**src/rtl/unidade_controle.sv**
```systemverilog
// Multi-cycle control unit: sequences FETCH/DECODE/EXEC/MEM/WB for a small RISC-V subset.
// Optional CONTROLE_PERF_EN adds a cycle_count port counting active (non-IDLE, non-HALT) cycles.
module unidade_controle #(
    parameter int unsigned MEM_TIMEOUT = 15   // must be >= 1
) (
    input  logic        clk,
    input  logic        reset,
    input  logic        start,
    input  logic [31:0] instru,
    input  logic        mem_ready,
    output logic        mem_req,
    output logic        pc_en,
    output logic        load_en,
    output logic        store_en,
    output logic [1:0]  op_ula,
    output logic [1:0]  operation_type,
    output logic        ula_entry,
    output logic        branch,
    output logic        auipc,
    output logic        jal,
    output logic        jalr,
    output logic        sign,
    output logic [2:0]  estado,
    output logic        halted,
    output logic        error,
`ifdef CONTROLE_PERF_EN
    output logic [31:0] cycle_count,
`endif
    output logic [31:0] instr_count
);

    localparam int unsigned WAIT_W = (MEM_TIMEOUT < 2) ? 1 : $clog2(MEM_TIMEOUT);
    localparam logic [WAIT_W-1:0] WAIT_LAST = WAIT_W'(MEM_TIMEOUT - 1);
    localparam logic [31:0] EBREAK = 32'h0010_0073;

    localparam logic [6:0] OPC_R      = 7'b0110011;
    localparam logic [6:0] OPC_I      = 7'b0010011;
    localparam logic [6:0] OPC_LOAD   = 7'b0000011;
    localparam logic [6:0] OPC_STORE  = 7'b0100011;
    localparam logic [6:0] OPC_BRANCH = 7'b1100011;
    localparam logic [6:0] OPC_JAL    = 7'b1101111;
    localparam logic [6:0] OPC_JALR   = 7'b1100111;
    localparam logic [6:0] OPC_AUIPC  = 7'b0010111;

    typedef enum logic [2:0] {
        S_IDLE   = 3'd0,
        S_FETCH  = 3'd1,
        S_DECODE = 3'd2,
        S_EXEC   = 3'd3,
        S_MEM    = 3'd4,
        S_WB     = 3'd5,
        S_HALT   = 3'd6
    } state_t;

    typedef struct packed {
        logic       legal;
        logic       is_mem;
        logic       is_store;
        logic       wr_reg;
        logic [1:0] op_ula;
        logic [1:0] op_type;
        logic       ula_entry;
        logic       branch;
        logic       auipc;
        logic       jal;
        logic       jalr;
        logic       sign;
    } dec_t;

    // Instruction decode from opcode, funct3 and funct7[5].
    function automatic dec_t decode(input logic [6:0] opc, input logic [2:0] f3, input logic f7b5);
        dec_t d;
        d = '0;
        case (opc)
            OPC_R: begin
                d.ula_entry = 1'b1;
                d.wr_reg    = 1'b1;
                case (f3)
                    3'b000: begin d.legal = 1'b1; d.op_ula = f7b5 ? 2'b01 : 2'b00; end
                    3'b010: begin d.legal = 1'b1; d.op_ula = 2'b10; d.sign = 1'b1; end
                    3'b011: begin d.legal = 1'b1; d.op_ula = 2'b10; end
                    default: ;
                endcase
            end
            OPC_I: begin
                d.wr_reg = 1'b1;
                case (f3)
                    3'b000: d.legal = 1'b1;
                    3'b010: begin d.legal = 1'b1; d.op_ula = 2'b10; d.sign = 1'b1; end
                    3'b011: begin d.legal = 1'b1; d.op_ula = 2'b10; end
                    default: ;
                endcase
            end
            OPC_LOAD: begin
                d.legal   = (f3 == 3'b011);
                d.is_mem  = 1'b1;
                d.wr_reg  = 1'b1;
                d.op_type = 2'b01;
            end
            OPC_STORE: begin
                d.legal    = (f3 == 3'b011);
                d.is_mem   = 1'b1;
                d.is_store = 1'b1;
            end
            OPC_BRANCH: begin
                d.branch    = 1'b1;
                d.ula_entry = 1'b1;
                case (f3)
                    3'b000, 3'b001: begin d.legal = 1'b1; d.op_ula = 2'b11; d.sign = 1'b1; end
                    3'b100, 3'b101: begin d.legal = 1'b1; d.op_ula = 2'b10; d.sign = 1'b1; end
                    3'b110, 3'b111: begin d.legal = 1'b1; d.op_ula = 2'b10; end
                    default: ;
                endcase
            end
            OPC_JAL:   begin d.legal = 1'b1; d.jal   = 1'b1; d.wr_reg = 1'b1; d.op_type = 2'b10; end
            OPC_JALR:  begin d.legal = 1'b1; d.jalr  = 1'b1; d.wr_reg = 1'b1; d.op_type = 2'b10; end
            OPC_AUIPC: begin d.legal = 1'b1; d.auipc = 1'b1; d.wr_reg = 1'b1; d.op_type = 2'b10; end
            default: ;
        endcase
        return d;
    endfunction

    state_t            r_state;
    state_t            w_state_nxt;
    logic [31:0]       r_instr;
    logic [WAIT_W-1:0] r_wait;
    logic              w_err_set;
    logic              w_in_decode;
    logic [6:0]        w_opc;
    logic [2:0]        w_f3;
    logic              w_f7b5;
    dec_t              w_dec;
    logic              w_sel_valid;
    logic              w_unused_instr;

    // DECODE judges the live instruction; outputs for EXEC onward come from the latched copy.
    assign w_in_decode    = (r_state == S_DECODE);
    assign w_opc          = w_in_decode ? instru[6:0]   : r_instr[6:0];
    assign w_f3           = w_in_decode ? instru[14:12] : r_instr[14:12];
    assign w_f7b5         = w_in_decode ? instru[30]    : r_instr[30];
    assign w_dec          = decode(w_opc, w_f3, w_f7b5);
    assign w_unused_instr = ^{r_instr[31], r_instr[29:15], r_instr[11:7]};

    // State register.
    always_ff @(posedge clk or negedge reset) begin
        if (!reset) begin
            r_state <= S_IDLE;
        end else begin
            r_state <= w_state_nxt;
        end
    end

    // Next-state logic.
    always_comb begin
        w_state_nxt = r_state;
        w_err_set   = 1'b0;
        case (r_state)
            S_IDLE:   if (start) w_state_nxt = S_FETCH;
            S_FETCH:  w_state_nxt = S_DECODE;
            S_DECODE: begin
                if (instru == EBREAK) begin
                    w_state_nxt = S_HALT;
                end else if (!w_dec.legal) begin
                    w_state_nxt = S_HALT;
                    w_err_set   = 1'b1;
                end else begin
                    w_state_nxt = S_EXEC;
                end
            end
            S_EXEC:   w_state_nxt = w_dec.is_mem ? S_MEM : S_WB;
            S_MEM: begin
                if (mem_ready) begin
                    w_state_nxt = S_WB;
                end else if (r_wait == WAIT_LAST) begin
                    w_state_nxt = S_HALT;
                    w_err_set   = 1'b1;
                end
            end
            S_WB:     w_state_nxt = S_FETCH;
            S_HALT:   if (start) w_state_nxt = S_FETCH;
            default: begin
                w_state_nxt = S_HALT;
                w_err_set   = 1'b1;
            end
        endcase
    end

    assign w_sel_valid = (w_state_nxt == S_EXEC) || (w_state_nxt == S_MEM) || (w_state_nxt == S_WB);
    assign estado      = r_state;

    // Registered outputs are computed from the next state so they line up with estado.
    always_ff @(posedge clk or negedge reset) begin
        if (!reset) begin
            r_instr        <= '0;
            r_wait         <= '0;
            mem_req        <= 1'b0;
            store_en       <= 1'b0;
            pc_en          <= 1'b0;
            load_en        <= 1'b0;
            op_ula         <= 2'b00;
            operation_type <= 2'b00;
            ula_entry      <= 1'b0;
            branch         <= 1'b0;
            auipc          <= 1'b0;
            jal            <= 1'b0;
            jalr           <= 1'b0;
            sign           <= 1'b0;
            halted         <= 1'b0;
            error          <= 1'b0;
            instr_count    <= '0;
        end else begin
            if (w_in_decode) r_instr <= instru;
            r_wait         <= (r_state == S_MEM) ? r_wait + WAIT_W'(1) : '0;
            mem_req        <= (w_state_nxt == S_MEM);
            store_en       <= (w_state_nxt == S_MEM) && w_dec.is_store;
            pc_en          <= (w_state_nxt == S_WB);
            load_en        <= (w_state_nxt == S_WB) && w_dec.wr_reg;
            op_ula         <= w_sel_valid ? w_dec.op_ula  : 2'b00;
            operation_type <= w_sel_valid ? w_dec.op_type : 2'b00;
            ula_entry      <= w_sel_valid && w_dec.ula_entry;
            branch         <= w_sel_valid && w_dec.branch;
            auipc          <= w_sel_valid && w_dec.auipc;
            jal            <= w_sel_valid && w_dec.jal;
            jalr           <= w_sel_valid && w_dec.jalr;
            sign           <= w_sel_valid && w_dec.sign;
            halted         <= (w_state_nxt == S_HALT);
            if (r_state == S_HALT && start) begin
                error <= 1'b0;
            end else if (w_err_set) begin
                error <= 1'b1;
            end
            if (w_state_nxt == S_WB) instr_count <= instr_count + 32'd1;
        end
    end

`ifdef CONTROLE_PERF_EN
    // Active-cycle counter, frozen in IDLE and HALT.
    always_ff @(posedge clk or negedge reset) begin
        if (!reset) begin
            cycle_count <= '0;
        end else if (r_state != S_IDLE && r_state != S_HALT) begin
            cycle_count <= cycle_count + 32'd1;
        end
    end
`endif

endmodule
```
**config.mk**
```make
export PLATFORM = sky130hd
export DESIGN_NAME = unidade_controle
export DESIGN_NICKNAME = d
export VERILOG_FILES = /design/src/rtl/unidade_controle.sv
export SDC_FILE = /design/constraint.sdc
export NUM_CORES = 1
export LEC_CHECK = 0
export CORE_MARGIN = 3
export CORE_UTILIZATION = 45
export CTS_CLUSTER_DIAMETER = 30
export DETAILED_ROUTE_END_ITERATION = 10
export PLACE_DENSITY = 0.76
export SYNTH_ARGS = -nofsm -noshare
export SYNTH_HDL_FRONTEND = slang
export SYNTH_SLANG_ARGS = --single-unit
```
**constraint.sdc**
```tcl
create_clock -name clk -period 5.4 [get_ports clk]
set_clock_uncertainty 0.05 [all_clocks]
set_input_delay 0.81 -clock clk [delete_from_list [all_inputs] [get_ports clk]]
set_output_delay 0.81 -clock clk [all_outputs]
set_load 0.01 [all_outputs]
```
# [Word level (Yosys, flattened, before mapping)]
# Index checks and enable logic that the tools add are counted.
[classes] n_addsub=2 n_eq_ne=27 n_mux=40 reduce_logical=27
[ops] op="adder 32 x 1 -> 32 bit (second input constant)" n=1
[ops] op="== test 32 x 21 -> 1 bit (second input constant)" n=1
[ops] op="== test 3 bit (second input constant)" n=10
[ops] op="== test 7 bit (second input constant)" n=3
[ops] op="2-to-1 mux 1 bit" n=21
[ops] op="2-to-1 mux 3 bit" n=6
[ops] op="one-hot mux 3 bit (6 select lines)" n=1
[ops] op="== test 3 x 2 -> 1 bit (second input constant)" n=5
[ops] op="== test 7 x 5 -> 1 bit (second input constant)" n=2
[ops] op="== test 7 x 6 -> 1 bit (second input constant)" n=2
[ops] op="one-hot mux 2 bit (2 select lines)" n=3
[ops] op="OR reduction 2 bit" n=6
[ops] op="OR reduction 6 bit" n=2
[ops] op="logical AND 1 bit" n=9
[ops] op="OR reduction 4 bit" n=2
[ops] op="== test 7 x 2 -> 1 bit (second input constant)" n=1
[ops] op="2-to-1 mux 7 bit" n=1
[ops] op="== test 3 x 1 -> 1 bit (second input constant)" n=2
[ops] op="logical NOT 3 bit" n=2
[ops] op="2-to-1 mux 2 bit" n=3
[ops] op="one-hot mux 2 bit (3 select lines)" n=1
[ops] op="OR reduction 3 bit" n=2
[ops] op="OR reduction 5 bit" n=1
[ops] op="adder 4 x 1 -> 4 bit (second input constant)" n=1
[ops] op="7 further kinds" n=8
[totals] reg_bits=86 in_bits=36 output_inout_bits=51 wordCells=114

# [Longest topological paths before layout]
# Gate-level depths: netlist of the first run.
[logic_depth] ltp_word=13 ltp_mapped=8 ltp_nobuf=6

# [Least setup slack after synthesis of the first run]
# OpenSTA, ideal clock, no wires.
[synth_path] path_type="input-to-reg" from="in instru[2]" to="reg op_ula[0]" setup_time_ps=94 arrival_ps=2260 t_required_ps=5256 path_slack_ps=2996 stages=5 n_path_buf=0 path_cell_list="or4bb_1 > or3_1 > o22ai_2 > o32ai_4 > a211oi_1"
[synth_between] elab_chain_len=11 elab_cells_between_ends=26 cone_classes="eq/ne (12); mux (9); reduce/logical (5)"
[synth_lines] item="start: declaration" line="9" rtl="input logic [31:0] instru,"
[synth_lines] item="2-to-1 mux 7 bit" line="138" rtl="assign w_opc = w_in_decode ? instru[6:0] : r_instr[6:0];"
[synth_lines] item="== test 7 x 5 -> 1 bit (tied with other cells)" line="74" rtl="case (opc)"
[synth_lines] item="OR reduction 3 bit (no source line) / OR reduction 2 bit (equally long branches)"
[synth_lines] item="one-hot mux 1 bit (4 select lines)" line="74"
[synth_lines] item="2-to-1 mux 3 bit" line="163" rtl="end else if (!w_dec.legal) begin"
[synth_lines] item="2-to-1 mux 3 bit" line="161" rtl="if (instru == EBREAK) begin"
[synth_lines] item="one-hot mux 3 bit (6 select lines)" line="157" rtl="case (r_state)"
[synth_lines] item="== test 3 x 2 -> 1 bit / == test 3 bit (equally long branches)" line="188" rtl="assign w_sel_valid = (w_state_nxt == S_EXEC) || (w_state_nxt == S_MEM) || (w_state_nxt == S_WB);"
[synth_lines] item="logical OR 1 bit (2 in a row)" line="188"
[synth_lines] item="2-to-1 mux 2 bit *" line="218" rtl="op_ula <= w_sel_valid ? w_dec.op_ula : 2'b00;"
[synth_lines] item="end signal: assignment" line="218"
[synth_lines] item="end: declaration" line="15" rtl="output logic [1:0] op_ula,"
# Every way passes the cells marked *; elsewhere a longest branch is shown, timed or not.
# A chain may end at the register's enable or synchronous reset.

# [Worst setup path after layout of the first run]
[layout_path] from="reg r_state[1], in the netlist estado[1]" to="reg operation_type[0]"
[layout_between] elab_chain_len=13 elab_cells_between_ends=49 cone_classes="eq/ne (24); mux (15); reduce/logical (10)"
[layout_lines] item="start: declaration" line="123" rtl="state_t r_state;"
[layout_lines] item="start signal: assignment" line="149" rtl="r_state <= w_state_nxt;"
[layout_lines] item="== test 3 x 2 -> 1 bit" line="137, 157"
[layout_lines] item="2-to-1 mux 3 bit" line="139" rtl="assign w_f3 = w_in_decode ? instru[14:12] : r_instr[14:12];"
[layout_lines] item="== test 3 bit (tied with other cells)" line="108" rtl="case (f3)"
[layout_lines] item="OR reduction 6 bit (no source line) / OR reduction 3 bit (equally long branches)"
[layout_lines] item="2-to-1 mux 1 bit, on equally long branches" line="108, 78, 87"
[layout_lines] item="one-hot mux 1 bit (4 select lines)" line="74"
[layout_lines] item="2-to-1 mux 3 bit" line="163"
[layout_lines] item="2-to-1 mux 3 bit" line="161"
[layout_lines] item="one-hot mux 3 bit (6 select lines)" line="157"
[layout_lines] item="== test 3 x 2 -> 1 bit / == test 3 bit (equally long branches)" line="188"
[layout_lines] item="logical OR 1 bit (2 in a row)" line="188"
[layout_lines] item="2-to-1 mux 2 bit *" line="219" rtl="operation_type <= w_sel_valid ? w_dec.op_type : 2'b00;"
[layout_lines] item="end signal: assignment" line="219"
[layout_lines] item="end: declaration" line="16" rtl="output logic [1:0] operation_type,"
# Marks and branches as above.

==> flow_results.xml, run 1 <==
<?xml version="1.0" encoding="UTF-8"?>
<metrics>
  <group name="timing">
    <metric name="finalCritPeriodShare" unit="%">50.7</metric>
    <metric name="finalSetupTns" unit="ps">0</metric>
    <metric name="finalMaxSlewViolations" unit="">0</metric>
    <metric name="fmax" unit="MHz">366</metric>
    <metric name="tightestPinTransition" unit="ps">919</metric>
    <metric name="finalSetupViolations" unit="">0</metric>
    <metric name="maxSlewHeadroom" unit="%">37.9</metric>
    <metric name="hold_vio_cnt_final" unit="">0</metric>
    <metric name="rsz0062_at_grt" unit="">no</metric>
    <metric name="layout_min_cycle_time" unit="ps">2740</metric>
  </group>
  <group name="critical_path">
    <metric name="wp_data_required" unit="ps">5550</metric>
    <metric name="setup.worst_path.start" unit="">estado[1]</metric>
    <metric name="timing.setup.critical_path_class" unit="">register to register</metric>
    <metric name="crit_chain" unit="">or3b_1 -&gt; mux2_4 -&gt; o21a_4 -&gt; o32ai_4 -&gt; nor3_1</metric>
    <metric name="critical_path.reg2reg.startpoint" unit="">estado[1]</metric>
    <metric name="critPathMaxFanout" unit="">19</metric>
    <metric name="cp_slowest_stage_delay" unit="ps">720</metric>
    <metric name="cp_buf_inv_count" unit="">0</metric>
    <metric name="crit_path_start_kind" unit="">register</metric>
    <metric name="critical_path_depth" unit="">5</metric>
    <metric name="worst-r2r-cell-count" unit="">5</metric>
    <metric name="worst_setup_path_end_kind" unit="">register</metric>
    <metric name="critPathSlowestCell" unit="">or3b_1</metric>
    <metric name="worst_path_dominant_cell_family" unit="">simple AND/OR/NAND/NOR gates</metric>
    <metric name="cp_data_arrival_time" unit="ps">2880</metric>
  </group>
  <group name="route">
    <metric name="routedWlPerCell" unit="um">15.5</metric>
    <metric name="number_of_detailed_route_iterations_in_the_first_pass" unit="">5</metric>
    <metric name="via_count" unit="">2908</metric>
    <metric name="drtIter0Drc" unit="">191</metric>
    <metric name="post_drt_via_cell_ratio" unit="">5.56</metric>
    <metric name="routed_wl" unit="um">8130</metric>
    <metric name="ant_nets" unit="">0</metric>
    <metric name="drc" unit="">0</metric>
  </group>
  <group name="yosys">
    <metric name="dominantRegCellSynth" unit="">dfrtp_1</metric>
    <metric name="postSynth.asyncResetShare" unit="%">100</metric>
    <metric name="syn-num-nets" unit="">370</metric>
    <metric name="netlist-cell-type-count" unit="">54</metric>
    <metric name="yosysTopAreaCellShare" unit="%">49.2</metric>
    <metric name="synth_area" unit="mm^2">0.00336</metric>
    <metric name="ys.warnings.count" unit="">0</metric>
    <metric name="cell_count_after_synthesis" unit="">331</metric>
    <metric name="netlist.top_cell.by_area" unit="">dfrtp_1</metric>
    <metric name="synth-seq-cells" unit="">66</metric>
    <metric name="synthTopCellsByArea" unit="">dfrtp_1 49%, xnor2_1 6.3%, nand2_1 5.4%, nand3_1 2.8%, xor2_1 2.6%</metric>
    <metric name="synth_edf_count" unit="">0</metric>
    <metric name="post_synth.cell_area_avg" unit="um^2">10.1</metric>
    <metric name="synth-seq-area-share" unit="%">49.2</metric>
  </group>
  <group name="min_path">
    <metric name="hold_path.class" unit="">register to register</metric>
    <metric name="worst_hold_path.num_cells" unit="">1</metric>
    <metric name="hold_path_origin" unit="">instr_count[31]</metric>
  </group>
  <group name="global_route">
    <metric name="maximum_number_of_pins_on_one_net_before_global_route_repair" unit="">67</metric>
    <metric name="grt_first_pass_wirelength" unit="um">13800</metric>
    <metric name="vias_in_the_first_global_route" unit="">2835</metric>
    <metric name="grt_overflow" unit="">0</metric>
    <metric name="antenna_found_initial" unit="">0</metric>
    <metric name="total_global_routing_track_utilization" unit="%">20.1</metric>
  </group>
  <group name="clocking">
    <metric name="postCtsSetupBuffers" unit="">0</metric>
    <metric name="maximum_clock_insertion_buffer_count" unit="">2</metric>
    <metric name="cts.clk_slew.worst_paths" unit="ps">70</metric>
    <metric name="tritoncts" unit="">done</metric>
    <metric name="hold_buffers" unit="">0</metric>
    <metric name="clkSinkCount" unit="">66</metric>
    <metric name="worstSkewPairLatency" unit="ps">340</metric>
    <metric name="cts_buffer_count" unit="">9</metric>
    <metric name="cts_resized" unit="">0</metric>
    <metric name="clock_tree.root_cell" unit="">clkbuf_8</metric>
    <metric name="clock_tree.htree_level_count" unit="">3</metric>
  </group>
  <group name="placed_design">
    <metric name="dpl.cell_count" unit="">507</metric>
    <metric name="numPortBuffers" unit="">86</metric>
    <metric name="dp_hpwl" unit="um">5940</metric>
    <metric name="place_congestion" unit="">0.877</metric>
    <metric name="placedInstanceArea" unit="mm^2">0.00431</metric>
  </group>
  <group name="status">
    <metric name="outcome" unit="">finished, final reports clean</metric>
  </group>
  <group name="power">
    <metric name="worst_ir_drop_vdd" unit="mV">0.225</metric>
    <metric name="static-leakage-power" unit="nW">1.90</metric>
    <metric name="power_density" unit="mW/mm^2">393</metric>
  </group>
  <group name="final_layout">
    <metric name="insertedDiodeCount" unit="">0</metric>
    <metric name="layout.cells.most_common_list" unit="">85 x clkdlybuf4s50_1, 66 x dfrtp_1, 48 x nand2_1</metric>
    <metric name="layout.cells.most_common" unit="">clkdlybuf4s50_1</metric>
    <metric name="finalNetCount" unit="">461</metric>
    <metric name="final-instance-count-excl-fill" unit="">523</metric>
    <metric name="fin_area" unit="mm^2">0.00453</metric>
    <metric name="post_route_cells_drive_above_1_share" unit="%">7.26</metric>
    <metric name="layout_overhead_on_the_synthesized_area" unit="%">35.0</metric>
  </group>
  <group name="floorplan">
    <metric name="ios" unit="">87</metric>
    <metric name="die_height" unit="um">92.4</metric>
    <metric name="floorplan.initialDensity" unit="%">47.8</metric>
    <metric name="core" unit="mm^2">0.00702</metric>
    <metric name="num_rows" unit="">30</metric>
    <metric name="dieWidth" unit="um">92.4</metric>
    <metric name="floorplan.die_area" unit="mm^2">0.00853</metric>
  </group>
  <group name="flow_run">
    <metric name="maxCapViolCount" unit="">0</metric>
  </group>
</metrics>
## worst reg2reg max path, delay by kind of cell (launching register included)
family / cells / cell delay [ps]
muxes: 1 / 440
DFF: 1 / 580
and+or+nand+nor: 2 / 840
AOI/OAI and AO/OA: 2 / 690
## layout make-up
class                   instances  area [um^2]
flip-flops and latches         66         1650
fillers                       598         2490
multi-input cells             247         1630
clock inverters                 6         88.8
well taps                      96          120
repair buffers                 88          871
clock buffers                  10          138
inverters                      10         37.5
## power breakdown
group	total, mW	internal [mW]	switching, mW
sequential	0.705	0.585	0.120
clock	0.468	0.273	0.195
combinational	0.610	0.283	0.327
total	1.78	1.14	0.642
## flip-flops by register name, indices dropped and copies added (netlist names)
register / flops
branch: 1
operation_type: 2
r_wait: 4
store_en: 1
r_instr: 11
auipc: 1
instr_count: 32
ula_entry: 1
mem_req: 1
pc_en: 1
halted: 1
load_en: 1
op_ula: 2
error: 1
jalr: 1
sign: 1
estado: 3
jal: 1
## metal layers
| layer | part of all wire (%) | global-route usage [%] | wire, um |
|---|---|---|---|
| met2 | 46 | 30.7 | 3750 |
| met5 | 0 | 0 | 0 |
| met3 | 7.5 | 5.28 | 609 |
| met1 | 44 | 27.1 | 3580 |
| met4 | 2.2 | 8.29 | 182 |
## through the flow
stage	power [mW]	hold slack, ps	utilization [%]	setup slack [ps]
after global placement	1.31	407	61.3	2400
after CTS	1.79	421	64.6	2690
after global routing	1.90	463	64.6	2430
after detailed placement	1.32	411	61.3	2340
after floorplan	1.09	392	-	3000
final	1.78	414	64.6	2660
## worst paths after layout
path	to	slack (ps)
max in group asynchronous	estado[1]	4170
worst max register to register	operation_type[0]	2660
worst max-delay path	operation_type[0]	2660
worst min-delay path	instr_count[31]	410
min in group asynchronous	op_ula[1]	590
worst min register to register	instr_count[31]	410
## cells in the mapped netlist, types with 2 or more instances
cell and instances:
mux2i_1 6, o21ai_0 5, nor2_1 17, o211ai_1 2
nand3_1 19, nor4b_1 5, clkbuf_1 4, xnor2_1 24
nand4_1 12, nor4_1 7, mux2_2 4, buf_6 2
and3_1 8, or3_1 4, a31oi_1 6, buf_2 2
nor3b_1 4, a211oi_1 3, o31ai_1 2, inv_1 10
and2_1 2, nor4bb_1 2, nand3b_1 4, nor3_1 11
a21oi_1 8, a21o_1 3, xor2_1 10, dfrtp_1 66
nand2b_1 5, ha_1 3, nand2_1 48
## cell families after synthesis
logic type / share of synthesized area [%]
xor+xnor: 8.87
fa+ha+maj: 1.12
flops: 49.2
buf+inv: 2.53
compound gates: 9.84
simple gates: 24.9
mux: 3.58
No activity file was read; power rests on OpenSTA's default activity.
==> inputs of run 2 (changes only) <==
Clock period 5.4 ns to 2.8 ns, I/O delays scaled along.
==> run 2 against run 1 <==
Against the previous run:
- critical path depth unchanged
- design area increased by 1.9%
- power increased by 96%
==> flow_results.xml, run 2 (same netlist as run 1, synthesis figures left out) <==
<?xml version="1.0" encoding="UTF-8"?>
<metrics>
  <group name="route">
    <metric name="number_of_detailed_route_iterations_in_the_first_pass" unit="">5</metric>
    <metric name="drtIter0Drc" unit="">219</metric>
    <metric name="via_count" unit="">2955</metric>
    <metric name="post_drt_via_cell_ratio" unit="">5.53</metric>
    <metric name="drc" unit="">0</metric>
    <metric name="routed_wl" unit="um">8330</metric>
    <metric name="routedWlPerCell" unit="um">15.6</metric>
    <metric name="ant_nets" unit="">0</metric>
  </group>
  <group name="timing">
    <metric name="rsz0062_at_grt" unit="">no</metric>
    <metric name="fmax" unit="MHz">424</metric>
    <metric name="finalMaxSlewViolations" unit="">0</metric>
    <metric name="finalSetupTns" unit="ps">0</metric>
    <metric name="maxSlewHeadroom" unit="%">54.0</metric>
    <metric name="tightestPinTransition" unit="ps">686</metric>
    <metric name="hold_vio_cnt_final" unit="">0</metric>
    <metric name="post_route_worst_hold_slack" unit="ps">357</metric>
    <metric name="layout_min_cycle_time" unit="ps">2360</metric>
    <metric name="finalCritPeriodShare" unit="%">84.2</metric>
    <metric name="finalSetupViolations" unit="">0</metric>
  </group>
  <group name="global_route">
    <metric name="antenna_found_initial" unit="">0</metric>
    <metric name="grt_overflow" unit="">0</metric>
    <metric name="total_global_routing_track_utilization" unit="%">20.4</metric>
    <metric name="vias_in_the_first_global_route" unit="">2860</metric>
    <metric name="grt_first_pass_wirelength" unit="um">13800</metric>
    <metric name="maximum_number_of_pins_on_one_net_before_global_route_repair" unit="">42</metric>
    <metric name="globalRoute.busiestLayer" unit="">met2</metric>
    <metric name="global_route.usage.met1" unit="%">28.3</metric>
    <metric name="met2_usage" unit="%">31.3</metric>
    <metric name="met3_usage" unit="%">3.98</metric>
  </group>
  <group name="critical_path">
    <metric name="timing.setup.critical_path_class" unit="">register to register</metric>
    <metric name="crit_path_start_kind" unit="">register</metric>
    <metric name="wp_data_required" unit="ps">2950</metric>
    <metric name="cp_data_arrival_time" unit="ps">2500</metric>
    <metric name="critPathMaxFanout" unit="">13</metric>
    <metric name="worst_setup_path_end_kind" unit="">register</metric>
  </group>
  <group name="final_layout">
    <metric name="insertedDiodeCount" unit="">0</metric>
    <metric name="layout.cells.most_common" unit="">clkdlybuf4s50_1</metric>
    <metric name="finalNetCount" unit="">472</metric>
    <metric name="flip_flop_count_of_the_largest_register_after_layout" unit="">32</metric>
    <metric name="post_route_cells_drive_above_1_share" unit="%">9.36</metric>
    <metric name="layout_top_registers" unit="">instr_count (32), r_instr (11), r_wait (4)</metric>
    <metric name="register_with_the_most_flip_flops" unit="">instr_count</metric>
    <metric name="fillers" unit="">564</metric>
    <metric name="layout.cells.most_common_list" unit="">85 x clkdlybuf4s50_1, 66 x dfrtp_1, 48 x nand2_1</metric>
    <metric name="layout_overhead_on_the_synthesized_area" unit="%">37.6</metric>
  </group>
  <group name="clocking">
    <metric name="clock_tree.htree_level_count" unit="">3</metric>
    <metric name="cts_buffer_count" unit="">9</metric>
    <metric name="worstSkewPairLatency" unit="ps">340</metric>
    <metric name="tritoncts" unit="">done</metric>
    <metric name="clock_tree.root_cell" unit="">clkbuf_8</metric>
    <metric name="cts.clk_slew.worst_paths" unit="ps">70</metric>
    <metric name="maximum_clock_insertion_buffer_count" unit="">2</metric>
    <metric name="clkSinkCount" unit="">66</metric>
  </group>
  <group name="power">
    <metric name="power.share.sequential" unit="%">37.1</metric>
    <metric name="worst_ir_drop_vdd" unit="mV">0.527</metric>
    <metric name="share_comb_of_total_power" unit="%">37.0</metric>
    <metric name="power.net_switching" unit="mW">1.25</metric>
    <metric name="static-leakage-power" unit="nW">1.96</metric>
    <metric name="swShare" unit="%">35.6</metric>
    <metric name="clock_power_share" unit="%">25.8</metric>
    <metric name="power_density" unit="mW/mm^2">758</metric>
    <metric name="internal-power" unit="mW">2.25</metric>
  </group>
  <group name="floorplan">
    <metric name="die_height" unit="um">92.4</metric>
    <metric name="dieWidth" unit="um">92.4</metric>
    <metric name="ios" unit="">87</metric>
    <metric name="floorplan.die_area" unit="mm^2">0.00853</metric>
    <metric name="floorplan.initialDensity" unit="%">47.8</metric>
    <metric name="num_rows" unit="">30</metric>
    <metric name="core" unit="mm^2">0.00702</metric>
  </group>
  <group name="placed_design">
    <metric name="numPortBuffers" unit="">86</metric>
    <metric name="dp_hpwl" unit="um">6110</metric>
    <metric name="place_congestion" unit="">0.869</metric>
  </group>
  <group name="min_path">
    <metric name="hold_path.class" unit="">primary input to asynchronous set/reset pin</metric>
  </group>
  <group name="flow_run">
    <metric name="maxCapViolCount" unit="">0</metric>
  </group>
  <group name="status">
    <metric name="outcome" unit="">finished, final reports clean</metric>
  </group>
</metrics>
-- run 2: cell types whose count changed in the layout (fill, tap and decap cells not counted), sizes merged --
| cell | before | now |
|---|---|---|
| buf | 3 | 13 |
| clkinv | 1 | 3 |
| clkinvlp | 2 | 1 |
| dlygate4sd3 | 0 | 1 |
| inv | 11 | 10 |
-- run 2: timing repair --
| action | 4_1_cts | 5_1_grt |
|---|---|---|
| setup buffers | 0 | 0 |
| endpoints found under the hold margin | 1 | 0 |
| hold buffers | 1 | 0 |
| gates resized for setup | 0 | 0 |
-- run 2: layout make-up --
cell class	instances	area (um^2)	area share (%)
flip-flops and latches	66	1650	35.8
multi-input cells	247	1630	35.2
repair buffers	99	956	20.7
clock buffers	10	138	2.98
well taps	96	120	2.60
clock inverters	6	90.1	1.95
inverters	10	37.5	0.813
-- run 2: per-stage QoR --
step | total power, mW | setup WS [ps] | cell area (um^2) | util, % | instances
finish | 3.50 | 443 | 4620 | 65.8 | 534
global route | 3.73 | 325 | 4620 | 65.8 | 534
CTS | 3.51 | 458 | 4620 | 65.8 | 534
detailed placement | 2.60 | 140 | 4380 | 62.4 | 517
global placement | 2.57 | 181 | 4380 | 62.4 | 517
floorplan | 2.11 | 563 | 3360 | - | 331
-- run 2: worst paths after layout --
check | end | slack (ps) | start | cells after the start
min | instr_count[31] | 360 | reset | 2
max reg2reg | jal | 440 | estado[2] | 5
max in group asynchronous | estado[2] | 1670 | reset | 3
min in group clk | instr_count[31] | 420 | instr_count[31] | 1
max | jal | 440 | estado[2] | 5
min reg2reg | instr_count[31] | 420 | instr_count[31] | 1
-- run 2: layer usage --
metal  wire length (um)  vias up
li1                   -     1403
met1               3800     1437
met2               3950      107
met3                473        8
met4                 99        0
met5                  0        -
-- run 2: power by group through the flow --
stage                     registers [mW]  clock network, mW  logic [mW]
after floorplan                     1.32                  0       0.790
after global placement              1.31                  0        1.27
after detailed placement            1.31                  0        1.29
after CTS                           1.30              0.914        1.30
after global routing                1.33              0.958        1.44
final                               1.30              0.905        1.30
-- run 2: critical path: stages, from the launching register on --
cell     delay, ps
dfrtp_1        380
or3b_1         610
mux2_4         400
o21a_4         220
o32ai_4        450
nor3b_1        110
